**src/rtl/div_issue_ctrl.sv**
```systemverilog
// Request front-end for the 32-bit multi-cycle unsigned divider core: queues tagged
// requests, issues them one at a time as magnitudes and sign-corrects the result.
module div_issue_ctrl #(
    parameter int DEPTH = 4,
    parameter int TAG_W = 4
) (
    input  logic             clk,
    input  logic             rstn,
    input  logic             in_valid,
    output logic             in_ready,
    input  logic             in_signed,
    input  logic [31:0]      in_dividend,
    input  logic [31:0]      in_divisor,
    input  logic [TAG_W-1:0] in_tag,
    output logic             out_valid,
    input  logic             out_ready,
    output logic [31:0]      out_quotient,
    output logic [31:0]      out_remainder,
    output logic [TAG_W-1:0] out_tag,
    output logic             out_dbz,
    output logic             div_start,
    output logic [31:0]      div_dividend,
    output logic [31:0]      div_divisor,
    input  logic [31:0]      div_quotient,
    input  logic [31:0]      div_remainder,
    input  logic             div_done
);
    localparam int PW = $clog2(DEPTH);
    localparam int EW = 1 + 32 + 32 + TAG_W;

    typedef enum logic [1:0] {IDLE, ISSUE, WAIT, RESP} state_t;

    logic [EW-1:0]    r_mem [DEPTH];
    logic [PW-1:0]    r_wr_ptr;
    logic [PW-1:0]    r_rd_ptr;
    logic [PW:0]      r_count;

    state_t           r_state;
    logic             r_neg_q;
    logic             r_neg_r;
    logic             r_out_valid;
    logic [31:0]      r_out_quotient;
    logic [31:0]      r_out_remainder;
    logic [TAG_W-1:0] r_out_tag;
    logic             r_out_dbz;
    logic             r_div_start;
    logic [31:0]      r_div_dividend;
    logic [31:0]      r_div_divisor;

    logic             w_full;
    logic             w_empty;
    logic             w_push;
    logic             w_pop;
    logic [EW-1:0]    w_head;
    logic             w_head_signed;
    logic [31:0]      w_head_dividend;
    logic [31:0]      w_head_divisor;
    logic [TAG_W-1:0] w_head_tag;

    function automatic logic [31:0] magnitude(input logic is_signed, input logic [31:0] value);
        return (is_signed && value[31]) ? (~value + 32'd1) : value;
    endfunction

    assign w_full   = (r_count == (PW+1)'(DEPTH));
    assign w_empty  = (r_count == '0);
    assign w_push   = in_valid && !w_full;
    assign w_pop    = (r_state == IDLE) && !w_empty;
    assign in_ready = !w_full;

    assign w_head          = r_mem[r_rd_ptr];
    assign w_head_signed   = w_head[EW-1];
    assign w_head_dividend = w_head[EW-2 -: 32];
    assign w_head_divisor  = w_head[TAG_W+31 -: 32];
    assign w_head_tag      = w_head[TAG_W-1:0];

    // Entry layout: {signed, dividend, divisor, tag}; pointers wrap naturally at DEPTH.
    always_ff @(posedge clk) begin
        if (rstn) begin
            r_wr_ptr <= '0;
            r_rd_ptr <= '0;
            r_count  <= '0;
        end else begin
            if (w_push) begin
                r_mem[r_wr_ptr] <= {in_signed, in_dividend, in_divisor, in_tag};
                r_wr_ptr        <= r_wr_ptr + PW'(1);
            end
            if (w_pop) begin
                r_rd_ptr <= r_rd_ptr + PW'(1);
            end
            case ({w_push, w_pop})
                2'b10:   r_count <= r_count + (PW+1)'(1);
                2'b01:   r_count <= r_count - (PW+1)'(1);
                default: r_count <= r_count;
            endcase
        end
    end

    // Divide-by-zero never reaches the core; it is answered straight from IDLE.
    always_ff @(posedge clk) begin
        if (rstn) begin
            r_state         <= IDLE;
            r_neg_q         <= 1'b0;
            r_neg_r         <= 1'b0;
            r_out_valid     <= 1'b0;
            r_out_quotient  <= '0;
            r_out_remainder <= '0;
            r_out_tag       <= '0;
            r_out_dbz       <= 1'b0;
            r_div_start     <= 1'b0;
            r_div_dividend  <= '0;
            r_div_divisor   <= '0;
        end else begin
            r_div_start <= 1'b0;
            case (r_state)
                IDLE: begin
                    if (w_pop) begin
                        r_out_tag <= w_head_tag;
                        r_neg_q   <= w_head_signed && (w_head_dividend[31] ^ w_head_divisor[31]);
                        r_neg_r   <= w_head_signed && w_head_dividend[31];
                        if (w_head_divisor == 32'd0) begin
                            r_out_quotient  <= 32'hFFFF_FFFF;
                            r_out_remainder <= w_head_dividend;
                            r_out_dbz       <= 1'b1;
                            r_out_valid     <= 1'b1;
                            r_state         <= RESP;
                        end else begin
                            r_div_dividend <= magnitude(w_head_signed, w_head_dividend);
                            r_div_divisor  <= magnitude(w_head_signed, w_head_divisor);
                            r_div_start    <= 1'b1;
                            r_state        <= ISSUE;
                        end
                    end
                end
                ISSUE: r_state <= WAIT;
                WAIT: begin
                    if (div_done) begin
                        r_out_quotient  <= r_neg_q ? (32'd0 - div_quotient) : div_quotient;
                        r_out_remainder <= r_neg_r ? (32'd0 - div_remainder) : div_remainder;
                        r_out_dbz       <= 1'b0;
                        r_out_valid     <= 1'b1;
                        r_state         <= RESP;
                    end
                end
                RESP: begin
                    if (out_ready) begin
                        r_out_valid <= 1'b0;
                        r_state     <= IDLE;
                    end
                end
                default: r_state <= IDLE;
            endcase
        end
    end

    assign out_valid     = r_out_valid;
    assign out_quotient  = r_out_quotient;
    assign out_remainder = r_out_remainder;
    assign out_tag       = r_out_tag;
    assign out_dbz       = r_out_dbz;
    assign div_start     = r_div_start;
    assign div_dividend  = r_div_dividend;
    assign div_divisor   = r_div_divisor;

endmodule

```
**config.mk**
```make
export PLATFORM = sky130hd
export DESIGN_NAME = div_issue_ctrl
export DESIGN_NICKNAME = d
export VERILOG_FILES = /design/src/rtl/div_issue_ctrl.sv
export SDC_FILE = /design/constraint.sdc
export NUM_CORES = 1
export LEC_CHECK = 0
export ABC_AREA = 1
export ABC_CLOCK_PERIOD_IN_PS = 14600
export BUFFER_PORTS_ARGS = -buffer_cell sky130_fd_sc_hd__buf_2
export CAP_MARGIN = 20
export CORE_AREA = 5 5 187 189
export CTS_CLUSTER_DIAMETER = 100
export DETAILED_ROUTE_END_ITERATION = 6
export DIE_AREA = 0 0 192 194
export GPL_ROUTABILITY_DRIVEN = 0
export HOLD_SLACK_MARGIN = 0.05
export PLACE_DENSITY = 0.84
export RECOVER_POWER = 100
export SKIP_LAST_GASP = 1
export SYNTH_ARGS = -nofsm -noshare
export SYNTH_HDL_FRONTEND = slang
export SYNTH_SLANG_ARGS = --single-unit
```
**constraint.sdc**
```tcl
create_clock -name clk -period 14.6 [get_ports clk]
set_clock_uncertainty 0.1 [all_clocks]
set_input_delay 1.46 -clock clk [delete_from_list [all_inputs] [get_ports clk]]
set_output_delay 1.46 -clock clk [all_outputs]
set_load 0.01 [all_outputs]
```
==> results of run 1 <==
==> area by class of cell <==
type	count	area, um^2
antenna	2	5.00
clock buffer	55	1160
clock inverter	24	282
fill	2670	10300
inverter	180	678
multi-input combinational	1698	7630
sequential	424	11300
tap	448	561
timing repair buffer	288	1190
==> metrics by stage <==
step                hold WS, ns  setup WS (ns)  instances
global route              0.389           4.67       3119
floorplan                 0.336           9.00       2414
detailed placement        0.356           9.84       3038
finish                    0.367           5.45       3119
CTS                       0.365           9.74       3117
global placement          0.345          10.05       3038
==> layer usage <==
| metal | GRT usage (%) | part of all wire, % |
|---|---|---|
| met3 | 6.79 | 11 |
| met4 | 10.4 | 3.7 |
| met5 | 0 | 0.098 |
| met1 | 40.2 | 39 |
| met2 | 48.6 | 46 |
==> cell families after synthesis <==
logic type                 Yosys count  synth area share, %
buffers and inverters              292                 6.14
AOI/OAI and AO/OA                  272                 6.99
adders and majority gates           14                0.909
muxes                                2               0.0996
and+or+nand+nor                   1361                 27.7
DFF                                424                 56.0
xor gates and xnor gates            49                 2.14
==> synthesized netlist by cell type (4+ instances only) <==
cell and instances:
xnor2_1 12, inv_1 175, dfxtp_1 148, nand2_2 4, nand4_1 20, nor2_1 268
clkbuf_1 40, xor2_1 37, edfxtp_1 276, inv_2 4, nor3_1 14, o21ai_0 136
buf_6 8, ha_1 13, nand3b_1 9, buf_2 48, a31oi_1 7, o22ai_1 6
buf_1 11, a21oi_1 111, nand2_1 786, buf_4 5, nand3_1 243, o21ai_1 6
==> placed cells by master, fill, tap and decap left out, types with 9 or more instances in the layout <==
master and count:
clkinv_2 10, xnor2_1 12, xor2_1 37, dfxtp_1 146
nor3_1 14, ha_1 13, clkbuf_16 43, nand4_1 20
clkbuf_1 222, edfxtp_1 276, nand3b_1 9, o21ai_0 139
inv_1 175, buf_2 67, nand3_1 243, nor2_1 264
nand2_1 789, a21oi_1 111
==> power by group <==
part	switching, mW	internal, mW
logic	1.51	0.643
clock network	0.459	0.655
registers	0.152	1.51
total	2.12	2.81
==> worst max-delay path, cell delays in order, from the launching register on <==
cell and delay, ns:
dfxtp_4 0.47, clkinv_2 0.40, clkbuf_1 3.41, nand2_1 0.23, nand3_1 0.24, nand2_1 0.16
nand2_1 0.13, nor2_2 0.07, nand2_1 0.15, nor2_1 0.08, nand2_1 0.16, nand2_1 0.18
nand2_2 0.09, clkbuf_1 2.08, nor2_1 0.69, a21oi_1 0.36
==> sequential cells by signal (all words and copies together) (netlist names), 2 cells and up, named ones only <==
name,flops
div_dividend,32
div_divisor,32
out_quotient,32
out_remainder,32
out_tag,4
r_count,3
r_mem,276
r_rd_ptr,2
r_state,2
r_wr_ptr,2
==> final timing paths <==
kind | slack (ns) | to | cells after the start | start
setup / recovery | 5.45 | out_quotient[0]$_SDFFE_PP0P_ | 15 | flop
hold reg to reg | 0.37 | out_quotient[22]$_SDFFE_PP0P_ | 2 | out_quotient[22]$_SDFFE_PP0P_
setup reg to reg | 5.45 | out_quotient[0]$_SDFFE_PP0P_ | 15 | flop
hold / removal | 0.37 | out_quotient[22]$_SDFFE_PP0P_ | 2 | out_quotient[22]$_SDFFE_PP0P_
==> results.ini, run 1 <==
[floorplan]
std_cell_rows = 67
start_util_pct = 60.7
io_pins = 274
die-area_um2 = 37200
fp.dieH_um = 194
coreArea_um2 = 33100
die_w_um = 192

[detailed_routing]
routedWlPerCell_um = 18.6
routed_wirelength_um = 58000
num_vias = 18010
drc = 19
drtPass1Iterations = 7
drtAntennaViolNets = 0
vias_per_cell = 5.77
drt_iter0_markers = 1970

[clock_network]
cts_tree = done
cts.path.max_buffers = 3
cts-root-buf = clkbuf_16
cts_setup_buffers = 0
insertion_delay_ns = 0.56
hold_buffers = 0
cts_max_level = 2
postCtsResizedCells = 0
clock_sinks = 424
clkTransAtPathRegs_ns = 0.06
numCtsBuffers = 43

[sta]
fin_tns_setup_ns = 0
setup-violations-final = 0
fin_crit_ns = 9.15
slew_viol_final = 719
min_period_over_period_pct = 62.6
max_freq_mhz = 109
relSlewSlack_pct = -222
rsz0062_at_grt = no
tightest_slew_ns = 4.83
hold_viol = 0

[cells_and_area]
area_growth_pct = 13.3
post-route-cell-area_um2 = 22800
post-route-util_pct = 68.8
drive_gt1_share_pct = 6.11
layout.nets = 2787

[synth]
ys_async_sr_fraction_pct = 0
syn_nets = 2566
synth_top_cell_area_share_pct = 41.2
synth_ff_type = edfxtp_1
seq_area_frac_synth_pct = 56.0
synth_cell_type_count = 40
synth-seq-cells = 424
synthTopCellsByArea = edfxtp_1 (41%), dfxtp_1 (15%), nand2_1 (15%), nand3_1 (6.1%), nor2_1 (5.0%)
ys_warn_count = 0
syn_inst = 2414
synth_edf_count = 276
synth_area_um2 = 20100
yosys.area.top_type = edfxtp_1
syn_area_per_cell_um2 = 8.33

[power]
p_per_area_nw_per_um2 = 217
leakage_nw = 9.23
power_mw = 4.93
peakVddDrop_mv = 0.133

[run]
max_cap_viol_count = 12

[setup_path]
critical_path.max_fanout = 104
critical_path_arrival_ns = 9.51
cp-start-kind = flop
critPathKind = reg -> reg
crit_path_end_kind = flop
crit_required_ns = 14.97

[global_routing]
grt_first_pass_wirelength_um = 89300
antenna_found_initial = 8
grt_usage_pct = 30.0
globalRouteOverflowTotal = 0
grt_max_degree = 107
grt_pass1_vias = 16938

[outcome]
violations = DRC, capacitance limit, slew limit
status = complete, but fails checks

[place]
port-buffer-count = 273
place_area_um2 = 21600
dp_hpwl_um = 38500

[hold_path]
hp-class = reg -> reg

(Power assumes the default switching activity.)
==> inputs of run 2 (changes only) <==
--- a/config.mk
+++ b/config.mk
@@ -5,17 +5,17 @@
 export SDC_FILE = /design/constraint.sdc
 export NUM_CORES = 1
 export LEC_CHECK = 0
-export ABC_AREA = 1
-export ABC_CLOCK_PERIOD_IN_PS = 14600
+export ABC_AREA = 0
+export ABC_CLOCK_PERIOD_IN_PS = 7700
 export BUFFER_PORTS_ARGS = -buffer_cell sky130_fd_sc_hd__buf_2
 export CAP_MARGIN = 20
-export CORE_AREA = 5 5 187 189
+export CORE_AREA = 5 5 195 197
 export CTS_CLUSTER_DIAMETER = 100
 export DETAILED_ROUTE_END_ITERATION = 6
-export DIE_AREA = 0 0 192 194
+export DIE_AREA = 0 0 200 202
 export GPL_ROUTABILITY_DRIVEN = 0
 export HOLD_SLACK_MARGIN = 0.05
-export PLACE_DENSITY = 0.84
+export PLACE_DENSITY = 0.76
 export RECOVER_POWER = 100
 export SKIP_LAST_GASP = 1
 export SYNTH_ARGS = -nofsm -noshare
==> constraint.sdc (replaced) <==
create_clock -name clk -period 7.7 [get_ports clk]
set_clock_uncertainty 0.1 [all_clocks]
set_input_delay 0.77 -clock clk [delete_from_list [all_inputs] [get_ports clk]]
set_output_delay 0.77 -clock clk [all_outputs]
set_load 0.01 [all_outputs]
==> results.ini, run 2 <==
[detailed_routing]
drt_iter0_markers = 882  ; -55%
drtPass1Iterations = 5  ; -2
routed_wirelength_um = 46100  ; -21%
num_vias = 12401  ; -31%
routedWlPerCell_um = 21.6  ; +16%
drtAntennaViolNets = 0  ; unchanged
vias_per_cell = 5.82  ; +0.87%
drc = 0  ; -19

[power]
switching_share_pct = 35.7  ; -7.4 points
sequentialPowerShare_pct = 38.4  ; +4.6 points
peakVddDrop_mv = 0.270  ; +100%
switchingPower_mw = 2.96  ; +40%
p_clk_share_pct = 27.1  ; +4.5 points
leakage_nw = 6.72  ; -27%
power_mw = 8.31  ; +68%
p_comb_share_pct = 34.5  ; -9.1 points
p_per_area_nw_per_um2 = 393  ; +81%
p_int_mw = 5.35  ; +90%

[cells_and_area]
area_growth_pct = 15.0
final_cell_mix = edfxtp_1 (276), clkbuf_1 (216), dfxtp_1 (146)
nFillCells = 2946  ; +10%
regMostFlops = r_mem
largest_reg_flops = 276  ; unchanged
drive_gt1_share_pct = 14.6  ; +8.5 points
final_common_cell = edfxtp_1
layout.nets = 1771  ; -36%

[setup_path]
r2r_slack_ns = 1.85  ; -3.61 ns
cp-start-kind = flop
reg2regPathDepth = 9  ; -6
critPathBufInv = 2  ; -1
critPathKind = reg -> reg
critical_path_arrival_ns = 5.98  ; -3.53 ns
slowest_stage = dfxtp_4
critical_path.max_fanout = 73  ; -30%
crit_chain = buf_4 -> mux4_2 -> or4_1 -> nor3_1 -> and2_0 -> a31o_4 -> and2_0 -> buf_4 -> a211oi_1
slowest_delay_ns = 0.88  ; -2.53 ns
crit_cells = 9  ; -6
crit_path_end_kind = flop
cp-endpoint = out_quotient[14]$_SDFFE_PP0P_
worst_path_dominant_cell_family = simple AND/OR/NAND/NOR gates
r2r-end = out_quotient[14]$_SDFFE_PP0P_
crit_required_ns = 7.82  ; -7.15 ns

[clock_network]
postCtsResizedCells = 0  ; unchanged
clock_sinks = 424  ; unchanged
numCtsBuffers = 44  ; +2.3%
hold_buffers = 0  ; unchanged
cts_tree = done
cts_setup_buffers = 0  ; unchanged
cts.path.max_buffers = 3  ; unchanged
cts_max_level = 2  ; unchanged
cts-root-buf = clkbuf_16
insertion_delay_ns = 0.55  ; about the same
clkTransAtPathRegs_ns = 0.06  ; about the same

[floorplan]
io_pins = 274  ; unchanged
die_w_um = 200  ; +4.2%
coreArea_um2 = 36100  ; +9.0%
std_cell_rows = 70  ; +4.5%
die-area_um2 = 40400  ; +8.5%
fp.dieH_um = 202  ; +4.1%
start_util_pct = 51.0  ; -9.7 points

[sta]
relSlewSlack_pct = -154  ; +68 points
fin_crit_ns = 5.85  ; -3.29 ns
hold_viol = 0  ; unchanged
slew_viol_final = 526  ; -27%
setup-violations-final = 0  ; unchanged
layout_setup_ws_ns = 1.85  ; -3.61 ns
fin_tns_setup_ns = 0  ; unchanged
tightest_slew_ns = 3.81  ; -1.02 ns
max_freq_mhz = 171  ; +56%
min_period_over_period_pct = 76.0  ; +13 points
rsz0062_at_grt = no

[global_routing]
globalRouteOverflowTotal = 0  ; unchanged
gr-usage-met3_pct = 5.12  ; -1.7 points
grt_util_met2_pct = 36.1  ; -13 points
grt.busiest_layer = met2
grt_pass1_vias = 12244  ; -28%
grt_usage_pct = 22.0  ; -8.1 points
grt_use_met1_pct = 29.7  ; -11 points
antenna_found_initial = 11  ; +3
grt_first_pass_wirelength_um = 69300  ; -22%
grt_max_degree = 79  ; -26%

[synth]
synth_area_um2 = 18400  ; -8.5%
synth-seq-cells = 424  ; unchanged
yosys.area.top_type = edfxtp_1
synth_ff_type = edfxtp_1
seq_area_frac_synth_pct = 61.1  ; +5.2 points
syn_area_per_cell_um2 = 13.3  ; +60%
synth_edf_count = 276  ; unchanged
syn_nets = 1536  ; -40%
ys_warn_count = 0  ; unchanged
syn_inst = 1384  ; -43%
yosysMostFrequentCell = edfxtp_1
synth_cell_type_count = 61  ; +53%
yosys-top-cells-count = edfxtp_1 (276), dfxtp_1 (148), nor2_1 (135)
synth_top_cell_area_share_pct = 45.0  ; +3.8 points
synthTopCellsByArea = edfxtp_1 (45%), dfxtp_1 (16%), mux4_2 (8.4%), xor2_1 (3.9%), nor2_1 (2.8%)
ys_async_sr_fraction_pct = 0  ; unchanged

[place]
place_ws_ns = 2.19  ; -7.65 ns
port-buffer-count = 273  ; unchanged
dp_hpwl_um = 30700  ; -20%

[outcome]
status = complete, but fails checks
violations = capacitance limit, slew limit

[hold_path]
hp-class = reg -> reg

[run]
max_cap_viol_count = 8  ; -4

==> run 2: changes by cell type in the layout (fill, tap and decap cells not counted), sizes merged, moves of 27 or more <==
cell	change
a211oi	+82
a21oi	-47
inv	-147
mux4	+69
nand2	-689
nand3	-233
nor2	-138
o211ai	+27
o21ai	-116
o31ai	+31
xnor2	+29
xor2	+45
==> run 2: how the worst min path moves through the flow <==
stage / start / to / slack (ns) / depth (start not counted)
3_5_place_dp: out_tag[1]$_SDFFE_PP0P_ / out_tag[1]$_SDFFE_PP0P_ / 0.35 / 2
4_1_cts: in_divisor[27] / r_mem[3][31]$_DFFE_PP_ / 0.30 / 1
2_1_floorplan: r_wr_ptr[1]$_SDFFE_PP0P_ / r_wr_ptr[1]$_SDFFE_PP0P_ / 0.37 / 2
3_3_place_gp: out_remainder[29]$_SDFFE_PP0P_ / out_remainder[29]$_SDFFE_PP0P_ / 0.34 / 2
6_report: out_tag[1]$_SDFFE_PP0P_ / out_tag[1]$_SDFFE_PP0P_ / 0.35 / 2
5_1_grt: in_dividend[16] / r_mem[1][52]$_DFFE_PP_ / 0.36 / 1
==> run 2: cell type report <==
type / instances / area (um^2) / share of cell area, %
diodes: 6 / 15.0 / 0.0710
clock buffers: 61 / 1290 / 6.09
clock inverters: 21 / 275 / 1.30
inverters: 29 / 109 / 0.514
multi-input cells: 839 / 6450 / 30.5
flip-flops and latches: 424 / 11300 / 53.2
well taps: 468 / 586 / 2.77
repair buffers: 281 / 1180 / 5.58
==> run 2: power groups by stage <==
stage	Sequential [mW]	Combinational, mW	Clock (mW)
after floorplan	3.23	2.06	0
after global placement	3.21	2.89	0
after detailed placement	3.23	2.95	0
after CTS	3.18	2.98	2.29
after global routing	3.25	3.16	2.38
final	3.19	2.86	2.25
==> run 2: metrics by stage <==
step | util, % | cells | instance area [um^2] | hold WS [ns]
finish | 58.6 | 2129 | 21200 | 0.355
global route | 58.6 | 2125 | 21100 | 0.358
CTS | 59.6 | 2122 | 21500 | 0.298
detailed placement | 55.3 | 2040 | 19900 | 0.346
global placement | 55.3 | 2040 | 19900 | 0.342
floorplan | - | 1384 | 18400 | 0.369
==> run 2: cells by family (layout without fill, tap and decap cells) <==
group	after synthesis	count (layout)	synth area share, %
other cells	0	6	0
fa+ha+maj	14	14	0.993
xor+xnor	123	123	5.86
simple gates	349	349	8.95
mux	73	73	8.66
flops	424	424	61.1
compound gates	280	280	11.1
buf+inv	121	392	3.33
==> run 2: worst reg2reg max path, stage by stage, from the launching register on <==
cell	delay, ns
dfxtp_4	0.88
buf_4	0.66
mux4_2	0.65
or4_1	0.60
nor3_1	0.43
and2_0	0.54
a31o_4	0.81
and2_0	0.40
buf_4	0.32
a211oi_1	0.13
==> run 2: layer usage <==
layer | routed length, um | up-vias
met4 | 960 | 12
met3 | 4290 | 78
met2 | 22200 | 521
li1 | - | 5724
met1 | 18600 | 6066
met5 | 77 | -
==> inputs of run 3 (changes only) <==
--- a/config.mk
+++ b/config.mk
@@ -5,17 +5,17 @@
 export SDC_FILE = /design/constraint.sdc
 export NUM_CORES = 1
 export LEC_CHECK = 0
-export ABC_AREA = 0
-export ABC_CLOCK_PERIOD_IN_PS = 7700
+export ABC_AREA = 1
+export ABC_CLOCK_PERIOD_IN_PS = 5900
 export BUFFER_PORTS_ARGS = -buffer_cell sky130_fd_sc_hd__buf_2
 export CAP_MARGIN = 20
-export CORE_AREA = 5 5 195 197
+export CORE_AREA = 5 5 193 195
 export CTS_CLUSTER_DIAMETER = 100
 export DETAILED_ROUTE_END_ITERATION = 6
-export DIE_AREA = 0 0 200 202
+export DIE_AREA = 0 0 198 200
 export GPL_ROUTABILITY_DRIVEN = 0
 export HOLD_SLACK_MARGIN = 0.05
-export PLACE_DENSITY = 0.76
+export PLACE_DENSITY = 0.79
 export RECOVER_POWER = 100
 export SKIP_LAST_GASP = 1
 export SYNTH_ARGS = -nofsm -noshare
==> constraint.sdc (replaced) <==
create_clock -name clk -period 5.9 [get_ports clk]
set_clock_uncertainty 0.1 [all_clocks]
set_input_delay 0.59 -clock clk [delete_from_list [all_inputs] [get_ports clk]]
set_output_delay 0.59 -clock clk [all_outputs]
set_load 0.01 [all_outputs]
==> results.ini, run 3 (same netlist as run 1, synthesis figures left out) <==
[outcome]
status = complete, but fails checks
violations = DRC, capacitance limit, slew limit

[cells_and_area]
largest_reg_flops = 276  ; unchanged
post-route-cell-area_um2 = 22700  ; +7.5%
area_growth_pct = 13.2
layoutNonFillerInstCount = 3137  ; +47%
final_cell_mix = nand2_1 (787), edfxtp_1 (276), nor2_1 (268)
drive_gt1_share_pct = 5.91  ; -8.7 points
layout.nets = 2797  ; +58%
nFillCells = 2989  ; +1.5%
final_common_cell = nand2_1
regMostFlops = r_mem

[sta]
rsz0062_at_grt = no
slew_viol_final = 254  ; -52%
fin_crit_ns = 4.85  ; -1.00 ns
hold_viol = 0  ; unchanged
fin_tns_setup_ns = 0  ; unchanged
setup-violations-final = 0  ; unchanged
holdWs_ns = 0.203  ; -0.152 ns
relSlewSlack_pct = -115  ; +39 points
max_freq_mhz = 206  ; +21%
tightest_slew_ns = 3.22  ; -0.588 ns
min_period_over_period_pct = 82.3  ; +6.3 points

[power]
peakVddDrop_mv = 0.289  ; +7.2%
sequentialPowerShare_pct = 33.8  ; -4.6 points
p_comb_share_pct = 44.5  ; +10 points
leakage_nw = 9.24  ; +37%
switchingPower_mw = 5.21  ; +76%
p_clk_share_pct = 21.7  ; -5.4 points
switching_share_pct = 43.4  ; +7.8 points
p_int_mw = 6.78  ; +27%
p_per_area_nw_per_um2 = 527  ; +34%
power_mw = 12.0  ; +44%

[clock_network]
numCtsBuffers = 42  ; -4.5%
cts-root-buf = clkbuf_16
cts_max_level = 2  ; unchanged
clkTransAtPathRegs_ns = 0.06  ; about the same
clock_sinks = 424  ; unchanged
cts_tree = done
cts.path.max_buffers = 3  ; unchanged
insertion_delay_ns = 0.55  ; about the same
hold_buffers = 0  ; unchanged
cts_setup_buffers = 0  ; unchanged
postCtsResizedCells = 0  ; unchanged

[setup_path]
crit_top_cell = nand2_1
crit_required_ns = 6.23  ; -1.59 ns
critical_path_arrival_ns = 5.19  ; -0.79 ns
critPathKind = reg -> reg
worst_path_dominant_cell_family = buffers and inverters
slowest_delay_ns = 0.90  ; +0.02 ns
critPathBufInv = 4  ; +2
crit_chain = clkbuf_2 -> buf_4 -> nand2_1 -> nand3_1 -> nand2_1 -> inv_1 -> nand2_1 -> inv_1 -> nand2_1 -> nand3_1 -> nor2_1 -> xnor2_1 -> a21oi_1
slowest_stage = clkbuf_2
cp-start-kind = flop
critical_path.max_fanout = 76  ; +4.1%
crit_path_end_kind = flop

[detailed_routing]
drtPass1Iterations = 7  ; +2
drt_iter0_markers = 1939  ; +120%
num_vias = 17814  ; +44%
routed_wirelength_um = 58100  ; +26%
drtAntennaViolNets = 0  ; unchanged
vias_per_cell = 5.68  ; -2.5%
drc = 1  ; +1
routedWlPerCell_um = 18.5  ; -14%

[floorplan]
die-area_um2 = 39600  ; -2.0%
coreArea_um2 = 35200  ; -2.4%
start_util_pct = 57.1  ; +6.1 points
fp.dieH_um = 200  ; -0.99%
std_cell_rows = 69  ; -1.4%
die_w_um = 198  ; -1.0%
io_pins = 274  ; unchanged

[place]
dp_hpwl_um = 39800  ; +30%
place_area_um2 = 21700  ; +8.9%
placed_cells = 3061  ; +50%
port-buffer-count = 273  ; unchanged

[global_routing]
globalRouteOverflowTotal = 0  ; unchanged
grt_use_met1_pct = 39.2  ; +9.5 points
grt.busiest_layer = met2
grt_pass1_vias = 16503  ; +35%
antenna_found_initial = 6  ; -5
gr-usage-met3_pct = 6.13  ; +1.0 points
grt_first_pass_wirelength_um = 89000  ; +28%
grt_usage_pct = 28.4  ; +6.4 points
grt_max_degree = 77  ; -2.5%
grt_util_met2_pct = 45.3  ; +9.3 points

[run]
max_cap_viol_count = 6  ; -2

[hold_path]
hp-class = in -> reg

==> run 3: changes by cell type in the layout (fill, tap and decap cells not counted), moves of 29 or more <==
cell / before / now
mux4_2: 69 / 0
xor2_1: 82 / 37
nor2_1: 135 / 268
inv_1: 29 / 175
nand2_1: 101 / 787
o31ai_1: 32 / 1
o21ai_0: 26 / 140
a211oi_1: 82 / 1
nand3_1: 10 / 243
xnor2_1: 41 / 12
a21oi_1: 63 / 111
==> run 3: layout make-up <==
| class | count | area (um^2) | share of cell area [%] |
|---|---|---|---|
| Antenna cell | 1 | 2.50 | 0.0110 |
| Clock buffer | 51 | 1110 | 4.86 |
| Clock inverter | 23 | 206 | 0.908 |
| Inverter | 180 | 678 | 2.98 |
| Multi-Input combinational cell | 1698 | 7620 | 33.5 |
| Sequential cell | 424 | 11300 | 49.5 |
| Tap cell | 461 | 577 | 2.54 |
| Timing Repair Buffer | 299 | 1310 | 5.74 |
==> run 3: power by group through the flow <==
stage	Sequential (mW)	Combinational (mW)	Clock, mW
2_1_floorplan	4.20	3.54	0
3_3_place_gp	4.06	5.19	0
3_5_place_dp	4.09	5.34	0
4_1_cts	4.03	5.38	2.63
5_1_grt	4.10	5.94	2.76
6_report	4.06	5.33	2.60
==> run 3: routing by layer <==
metal / vias up / share of wire, %
met5: - / 0.12
met2: 1026 / 46
met4: 10 / 3.2
met1: 8247 / 39
li1: 8381 / -
met3: 150 / 12
==> run 3: worst paths after layout <==
| check | slack, ns | from | to | cells after the start |
|---|---|---|---|---|
| worst min-delay path | 0.20 | in_divisor[10] | r_mem[2][14]$_DFFE_PP_ | 1 |
| worst max-delay path | 1.05 | flop | div_dividend[14]$_SDFFE_PP0P_ | 13 |
| worst min register to register | 0.37 | out_quotient[5]$_SDFFE_PP0P_ | out_quotient[5]$_SDFFE_PP0P_ | 2 |
| worst max register to register | 1.05 | flop | div_dividend[14]$_SDFFE_PP0P_ | 13 |
==> run 3: through the flow <==
stage	setup slack, ns	utilization [%]
after floorplan	1.17	-
after global placement	1.58	61.6
after detailed placement	1.60	61.7
after CTS	1.61	65.4
after global routing	0.630	64.6
final	1.05	64.6
